`src/rtl/hw_dec_pkg.sv`:
```
// Shared types and helpers for the registered priority decoder.
// Sized for the widest legal index (8 bits -> 256 lines); callers truncate.
package hw_dec_pkg;

  localparam int DEC_MAX_N = 8;
  localparam int DEC_MAX_W = 1 << DEC_MAX_N;

  typedef enum logic [1:0] {
    DEC_EMPTY,
    DEC_ONE,
    DEC_FULL
  } dec_state_t;

  // A set "none" flag stands in for the encoder's all-zero case.
  function automatic logic [DEC_MAX_W-1:0] onehot(input logic [DEC_MAX_N-1:0] idx,
                                                  input logic                 none);
    logic [DEC_MAX_W-1:0] vec;
    vec = '0;
    if (!none) vec[idx] = 1'b1;
    return vec;
  endfunction

endpackage

```
`src/rtl/hw_dec_skid.sv`:
```
// Generic two-entry valid/ready buffer: output register plus skid register.
// Ready is registered from the next state, so it never depends on out_ready_i.
module hw_dec_skid
  import hw_dec_pkg::*;
#(
  parameter int W = 8
) (
  input  logic         clk,
  input  logic         rst,
  input  logic         in_valid_i,
  output logic         in_ready_o,
  input  logic [W-1:0] in_data_i,
  output logic         out_valid_o,
  input  logic         out_ready_i,
  output logic [W-1:0] out_data_o
);

  dec_state_t   state_q, state_d;
  logic         ready_q;
  logic [W-1:0] data_q, skid_q;
  logic         accept, xfer;

  assign accept = in_valid_i && ready_q;
  assign xfer   = out_valid_o && out_ready_i;

  always_ff @(posedge clk or posedge rst) begin
    if (rst) begin
      state_q <= DEC_EMPTY;
      ready_q <= 1'b0;
    end else begin
      state_q <= state_d;
      ready_q <= (state_d != DEC_FULL);
    end
  end

  always_comb begin
    state_d = state_q;
    case (state_q)
      DEC_EMPTY: if (accept) state_d = DEC_ONE;
      DEC_ONE: begin
        if (accept && !xfer)      state_d = DEC_FULL;
        else if (!accept && xfer) state_d = DEC_EMPTY;
      end
      DEC_FULL: if (xfer) state_d = DEC_ONE;
      default: state_d = DEC_EMPTY;
    endcase
  end

  always_comb begin
    out_valid_o = (state_q != DEC_EMPTY);
    in_ready_o  = ready_q;
    out_data_o  = data_q;
  end

  // A new entry lands in the skid only when the output register is stalled.
  always_ff @(posedge clk or posedge rst) begin
    if (rst) begin
      data_q <= '0;
      skid_q <= '0;
    end else begin
      case (state_q)
        DEC_EMPTY: if (accept) data_q <= in_data_i;
        DEC_ONE: begin
          if (accept && xfer) data_q <= in_data_i;
          else if (accept)    skid_q <= in_data_i;
        end
        DEC_FULL: if (xfer) data_q <= skid_q;
        default: ;
      endcase
    end
  end

endmodule

```
`src/rtl/hw_priority_decoder.sv`:
```
// Registered index-to-one-hot decoder with an optional sticky accumulate mask,
// streaming through a two-entry output buffer.
module hw_priority_decoder
  import hw_dec_pkg::*;
#(
  parameter int n = 3
) (
  input  logic            clk,
  input  logic            rst,
  input  logic            in_valid,
  output logic            in_ready,
  input  logic [n-1:0]    in_idx,
  input  logic            in_none,
  input  logic            in_acc,
  input  logic            acc_clr,
  output logic            out_valid,
  input  logic            out_ready,
  output logic [2**n-1:0] dec_out,
  output logic [2**n-1:0] acc_mask
);

  localparam int W = 2 ** n;

  logic                 accept;
  logic [DEC_MAX_N-1:0] idxExt;
  logic [W-1:0]         ohVec, maskNext, result;
  logic [W-1:0]         accMask_q, accMask_d;

  assign accept = in_valid && in_ready;
  assign idxExt = DEC_MAX_N'(in_idx);
  assign ohVec  = W'(onehot(idxExt, in_none));

  // A same-cycle clear wipes the old mask before the new index is merged in.
  always_comb begin
    maskNext  = (acc_clr ? '0 : accMask_q) | ohVec;
    result    = in_acc ? maskNext : ohVec;
    accMask_d = accMask_q;
    if (accept && in_acc) accMask_d = maskNext;
    else if (acc_clr)     accMask_d = '0;
  end

  always_ff @(posedge clk or posedge rst) begin
    if (rst) accMask_q <= '0;
    else     accMask_q <= accMask_d;
  end

  assign acc_mask = accMask_q;

  hw_dec_skid #(
    .W(W)
  ) u_skid (
    .clk        (clk),
    .rst        (rst),
    .in_valid_i (in_valid),
    .in_ready_o (in_ready),
    .in_data_i  (result),
    .out_valid_o(out_valid),
    .out_ready_i(out_ready),
    .out_data_o (dec_out)
  );

endmodule

```
`config.mk`:
```
export PLATFORM = sky130hd
export DESIGN_NAME = hw_priority_decoder
export DESIGN_NICKNAME = d
export VERILOG_FILES = /design/src/rtl/hw_dec_pkg.sv /design/src/rtl/hw_dec_skid.sv /design/src/rtl/hw_priority_decoder.sv
export SDC_FILE = /design/constraint.sdc
export NUM_CORES = 1
export LEC_CHECK = 0
export BUFFER_PORTS_ARGS = -buffer_cell sky130_fd_sc_hd__buf_2
export CAP_MARGIN = 10
export CORE_MARGIN = 2
export CORE_UTILIZATION = 41
export CTS_CLUSTER_DIAMETER = 50
export DETAILED_ROUTE_END_ITERATION = 6
export GPL_ROUTABILITY_DRIVEN = 0
export PLACE_DENSITY = 0.61
export SLEW_MARGIN = 10
export SYNTH_ARGS = -nofsm -noshare
export SYNTH_HDL_FRONTEND = slang
export SYNTH_SLANG_ARGS = --single-unit
```
`constraint.sdc`:
```
create_clock -name clk -period 3.1 [get_ports clk]
set_input_delay 0.155 -clock clk [delete_from_list [all_inputs] [get_ports clk]]
set_output_delay 0.155 -clock clk [all_outputs]
set_load 0.01 [all_outputs]
```
### After elaboration in Yosys (flattened, before gate mapping)

Index checks and enable logic that the tools add are counted.

| storage, ports and cells | value |
|---|---|
| register bits after elaboration | 27 |
| logic and storage cells | 44 |

| cells by class | value |
|---|---|
| order comparisons | 2 |
| eq/ne operators | 6 |
| mux-type cells | 15 |
| bitwise gates (word level) | 2 |
| reductions and logical operators | 14 |

Operator list:

| kind | count |
|---|---|
| 2-to-1 mux 8 bit | 7 |
| case mux 8 bit (3 select lines) | 1 |
| < comparator 3 x 9 -> 1 bit, second input constant | 1 |
| 2-to-1 mux 2 bit | 4 |
| OR 8 bit | 1 |
| logical AND 1 bit | 7 |
| case mux 2 bit (3 select lines) | 1 |
| != test 2 x 1 -> 1 bit, second input constant | 2 |
| != test 2 bit, second input constant | 2 |
| AND reduction 4 bit | 1 |
| demux 1 bit (select 3 bit) | 1 |
| greater-or-equal comparator 3 x 1 -> 1 bit, second input constant | 1 |
| AND reduction 3 bit | 1 |
| nonzero test 3 bit | 1 |
| equality test 2 x 1 -> 1 bit, second input constant | 1 |
| equality test 2 bit, second input constant | 1 |
| logical NOT 1 bit | 2 |
| logical NOT 2 bit | 1 |
| nonzero test 2 bit | 1 |
| 2-to-1 mux 1 bit | 1 |
| inverter 1 bit | 1 |

### Longest topological paths before layout

| depth | value |
|---|---|
| depth after elaboration | 9 |
| gate-level depth with buffers | 5 |

### Hierarchy

From an unflattened synthesis, not the netlist that was laid out.

| second synthesis, totals | value |
|---|---|
| cells, all modules | 98 |
| area total of the unflattened synthesis | 1368.8 um2 |

By module, submodules not included:

| module | times used | cells an instance | area an instance (um2) | seq. area each (um2) |
|---|---|---|---|---|
| hw_dec_skid | 1 | 58 | 915.9 | 475.5 |
| hw_priority_decoder | 1 | 40 | 452.9 | 200.2 |

### Worst setup path after synthesis

Ideal clock, no wire load.

| timing path | value |
|---|---|
| path kind | flip-flop to flip-flop |
| from | register u_skid.ready_q, in the netlist u_skid.in_ready_o |
| to | register u_skid.skid_q[0] |
| setup time | 0.125 ns |
| arrival time | 1.235 ns |
| data required time | 2.975 ns |
| path slack | 1.740 ns |
| cell stages (with the launch flop) | 4 |
| buffers on the path | 0 |
| period minus slack after synthesis | 1.360 ns |
| cells stage by stage | dfrtp_1 nand2_1 nor3_4 mux2_2 |

| on the way | value |
|---|---|
| longest elaborated chain between the ends | 4 |

Ends and longest elaborated chain:

| item | RTL line | text |
|---|---|---|
| start: declaration | hw_dec_skid.sv:19 | `logic ready_q;` |
| start signal: assignment | hw_dec_skid.sv:32 | `ready_q <= (state_d != DEC_FULL);` |
| logical AND 1 bit * | hw_dec_skid.sv:23 | `assign accept = in_valid_i && ready_q;` |
| logical AND 1 bit | hw_dec_skid.sv:64 | `if (accept && xfer) data_q <= in_data_i;` |
| inverter 1 bit (no line) | n/a |  |
| AND reduction 3 bit (no line) * | n/a |  |
| end signal: assignment | hw_dec_skid.sv:65 | `else if (accept) skid_q <= in_data_i;` |
| end: declaration | hw_dec_skid.sv:20 | `logic [W-1:0] data_q, skid_q;` |

Mark *: on every way between the ends. The rest lies on a longest branch, timed or not.
A chain may end at the register's enable or synchronous reset.

### Final worst setup path

| timing path | value |
|---|---|
| from | register u_skid.state_q[1] |
| to | register u_skid.data_q[5], in the netlist u_skid.out_data_o[5] |

| on the way | value |
|---|---|
| longest elaborated chain between the ends | 5 |
| elaborated cells between the ends (all ways) | 12 |
| classes of those cells | eq/ne (5); mux (1); reduce/logical (6) |

Ends and longest elaborated chain:

| item | RTL line | text |
|---|---|---|
| start: declaration | hw_dec_skid.sv:18 | `dec_state_t state_q, state_d;` |
| start signal: assignment | hw_dec_skid.sv:31 | `state_q <= state_d;` |
| nonzero test 2 bit | hw_dec_skid.sv:50 | `out_valid_o = (state_q != DEC_EMPTY);` |
| logical AND 1 bit | hw_dec_skid.sv:24 | `assign xfer = out_valid_o && out_ready_i;` |
| logical AND 1 bit | hw_dec_skid.sv:64 |  |
| != test 2 x 1 -> 1 bit (no line) | n/a |  |
| AND reduction 4 bit (no line) | n/a |  |
| end signal: assignment | hw_dec_skid.sv:62 | `DEC_EMPTY: if (accept) data_q <= in_data_i;` |
| end signal: assignment | hw_dec_skid.sv:64 |  |
| end signal: assignment | hw_dec_skid.sv:67 | `DEC_FULL: if (xfer) data_q <= skid_q;` |
| end: declaration | hw_dec_skid.sv:20 |  |

Parallel ways exist; a longest one is shown, timed or not.

==> flow_summary.rst <==
.. list-table::
   :header-rows: 1

   * - Metric
     - Value
   * - Inserted Clock Buffers
     - 3
   * - Worst setup slack after placement
     - 1569 ps
   * - Worst-case clock skew
     - 3.783 ps
   * - Quantity of I/O buffers inserted on ports
     - 27
   * - Worst Path Required
     - 3320 ps
   * - Crit Path Max Fanout
     - 9
   * - Area enclosed by the die boundary
     - 3634 um^2
   * - Min Hold Slack
     - 34.98 ps
   * - Actual transition at the worst max-transition pin
     - 982.7 ps
   * - Relative max-transition margin
     - 34.41%
   * - Sequential area share after synthesis
     - 52.02%
   * - Die height
     - 60.28 um
   * - Final non-filler cell area
     - 1484 um^2
   * - Dominant synthesized flop cell
     - dfrtp_1
   * - Final Max Slew Viols
     - 0
   * - Number of antenna violations at the first check in global routing
     - 0
   * - Clock root cell
     - clkbuf_4
   * - Worst Hold Class
     - in -> async
   * - Timing-limited maximum frequency
     - 0.6535 GHz
   * - Syn Inst Count
     - 103
   * - Async set-or-reset flop fraction in the synthesized netlist
     - 100.0%
   * - Vias in the first global route
     - 871
   * - Total setup violations reported at the end of the flow
     - 0
   * - Outcome
     - completed
   * - Most area-hungry cell type in the Yosys netlist
     - dfrtp_1
   * - Number of flops mapped to enable cells by yosys
     - 0
   * - Maximum root-to-sink buffer count
     - 2
   * - Largest net degree at the start of global routing
     - 28
   * - Max incr delay on CP
     - 540 ps
   * - Syn avg cell area
     - 12.61 um^2
   * - Buffers inserted during post-CTS setup optimization
     - 0
   * - Remaining design rule violation count
     - 0
   * - Share of Yosys cell area claimed by the top area cell type
     - 52.02%
   * - Max-cap violation count
     - 0
   * - RSZ-0062 raised after global routing
     - false
   * - Number of unique standard cell types used by synthesis
     - 32
   * - Post-route setup slack
     - 1570 ps
   * - Clock transition at path regs
     - 150 ps
   * - Number of nets with antenna violations after routing
     - 0
   * - Cell type group with the largest total delay on the critical path
     - flip-flops
   * - Leakage
     - 0.7245 nW
   * - Time the final worst path needs with I/O delays and setup
     - 1530 ps
   * - Leading cell types by total area after synthesis
     - dfrtp_1 52%, mux2_2 6.9%, a221o_1 6.2%
   * - Share of cells above drive strength 1
     - 34.62%
   * - GR Util All Layers
     - 15.19%
   * - Buffering stage count on the worst path with inverters included
     - 0
   * - Power density over the cells
     - 540.5 nW/um^2
   * - Post-detailed-placement cell area
     - 1454 um^2
   * - Synth Warn #
     - 0
   * - Clock sinks
     - 27
   * - Summed negative setup slack over all endpoints
     - 0 ps
   * - Routed len/inst
     - 14.47 um
   * - Dpl hpwl
     - 1909 um
   * - Signal arrival time at the worst endpoint
     - 1750 ps
   * - Kind of capture point of the worst setup path
     - register
   * - Gates resized, CTS repair
     - 0
   * - # diodes
     - 0
   * - Post-Synthesis Cell Area
     - 1299 um^2
   * - Number of violations reported at the end of detailed-routing iteration 0
     - 15
   * - Most repeated cell in the gate-level netlist after synthesis
     - dfrtp_1
   * - H-tree depth reported by CTS
     - 1
   * - Final Cycle Share
     - 49.36%
   * - Crit Path Class
     - reg -> reg
   * - Net total in the final layout
     - 141
   * - Clock latency at the later pin of the worst-skew pair
     - 320 ps
   * - Iteration count of the initial detailed-routing pass
     - 4
   * - Hold-fix buffers at CTS
     - 0
   * - Net count of the mapped netlist
     - 113
   * - Fill cells
     - 291
   * - CTS tree
     - yes
   * - Effective utilization at floorplan
     - 42.89%
   * - Row count
     - 20
   * - Commonest cells in the netlist
     - 27 x dfrtp_1, 8 x a221o_1, 8 x mux2_2, 7 x and2_0, 6 x o2bb2ai_1
   * - Number of primary I/O pins
     - 28
   * - Peak ir drop on the vdd network
     - 0.2629 mV
   * - Crit-path cells
     - and3b_1, a21oi_4, a221o_1
   * - First-pass GRT wire length
     - 4029 um
   * - Cell at the slowest stage of the critical path
     - dfrtp_1
   * - Number of synthesized register bits
     - 27
   * - Final global-route overflow total
     - 0
   * - Area growth from synthesis to final layout
     - 14.26%
   * - Vias per Instance
     - 5.253
   * - Critical Path Source Type
     - register
   * - Hold violation count in the final report
     - 0
   * - Total via count in the routed design
     - 914
   * - Core area
     - 3028 um^2
   * - Final wirelength
     - 2517 um
   * - Width of the die
     - 60.28 um
-- through the flow --
step / total power (W) / std cells / util (%)
after CTS: 0.0008101 / 174 / 49.01
after detailed placement: 0.0006584 / 170 / 48.02
after floorplan: 0.0005986 / 103 / -
after global placement: 0.0006540 / 170 / 48.02
final: 0.0008021 / 174 / 49.01
after global routing: 0.0008588 / 174 / 49.01
-- metal layers --
| layer | GRT usage [%] | part of all wire (%) |
|---|---|---|
| met1 | 19.86 | 46 |
| met2 | 25.00 | 50 |
| met3 | 2.597 | 3.3 |
| met4 | 5.714 | 0.75 |
| met5 | 0 | 0 |
-- report_power, final --
group	switching (W)	leakage, nW	internal (W)
sequential	0.0000403	0.365	0.000403
clock	0.000105	0.0139	0.0000492
combinational	0.000107	0.346	0.0000979
-- flip-flops by register name, summed over array words and instances, names as in the netlist --
name and count:
acc_mask 8, u_skid.skid_q 8, u_skid.state_q 2, u_skid.out_data_o 8, u_skid.in_ready_o 1
-- area by class of cell --
class	count	area, um^2	share of cell area [%]
sequential	27	675.6	45.53
timing repair buffer	27	135.1	9.106
multi-input combinational	67	569.3	38.36
inverter	5	18.77	1.265
clock buffer	3	22.52	1.518
tap	44	55.05	3.710
clock inverter	1	7.507	0.5059
-- final timing paths --
path | to | from | cells past startpoint | slack [ps]
worst max-delay path | u_skid.out_data_o[5]$_DFFE_PP0P_ | u_skid.state_q[1]$_DFF_PP0_ | 3 | 1570
min in group clk | acc_mask[6]$_DFF_PP0_ | acc_clr | 2 | 50
worst max register to register | u_skid.out_data_o[5]$_DFFE_PP0P_ | u_skid.state_q[1]$_DFF_PP0_ | 3 | 1570
worst min register to register | u_skid.skid_q[2]$_DFFE_PP0P_ | u_skid.skid_q[2]$_DFFE_PP0P_ | 1 | 520
max in group asynchronous | acc_mask[0]$_DFF_PP0_ | rst | 2 | 2470
worst min-delay path | u_skid.out_data_o[3]$_DFFE_PP0P_ | rst | 2 | 30
-- logic make-up (layout without fill, tap and decap cells) --
logic type      count (synthesis)  after routing  share of synthesized area (%)
compound gates                 28             28                          19.94
buf+inv                         9             36                          4.142
flops                          27             27                          52.02
mux                             9              9                          7.707
simple gates                   30             30                          16.19
-- cell usage in the layout, fill, tap and decap left out, types with 2 or more instances in the layout --
| cell | Yosys | final |
|---|---|---|
| o32ai_1 | 2 | 2 |
| clkbuf_4 | 0 | 3 |
| a32o_1 | 3 | 3 |
| and3b_1 | 2 | 2 |
| nor2b_1 | 3 | 3 |
| mux2_2 | 8 | 8 |
| buf_2 | 1 | 27 |
| a221o_1 | 8 | 8 |
| nand2b_1 | 2 | 2 |
| nand2_1 | 3 | 3 |
| o2bb2ai_1 | 6 | 6 |
| a22o_1 | 5 | 5 |
| nor2_1 | 2 | 2 |
| inv_1 | 5 | 5 |
| and2_0 | 7 | 7 |
| dfrtp_1 | 27 | 27 |
| nand4b_1 | 2 | 2 |
No activity file was read; power rests on OpenSTA's default activity.
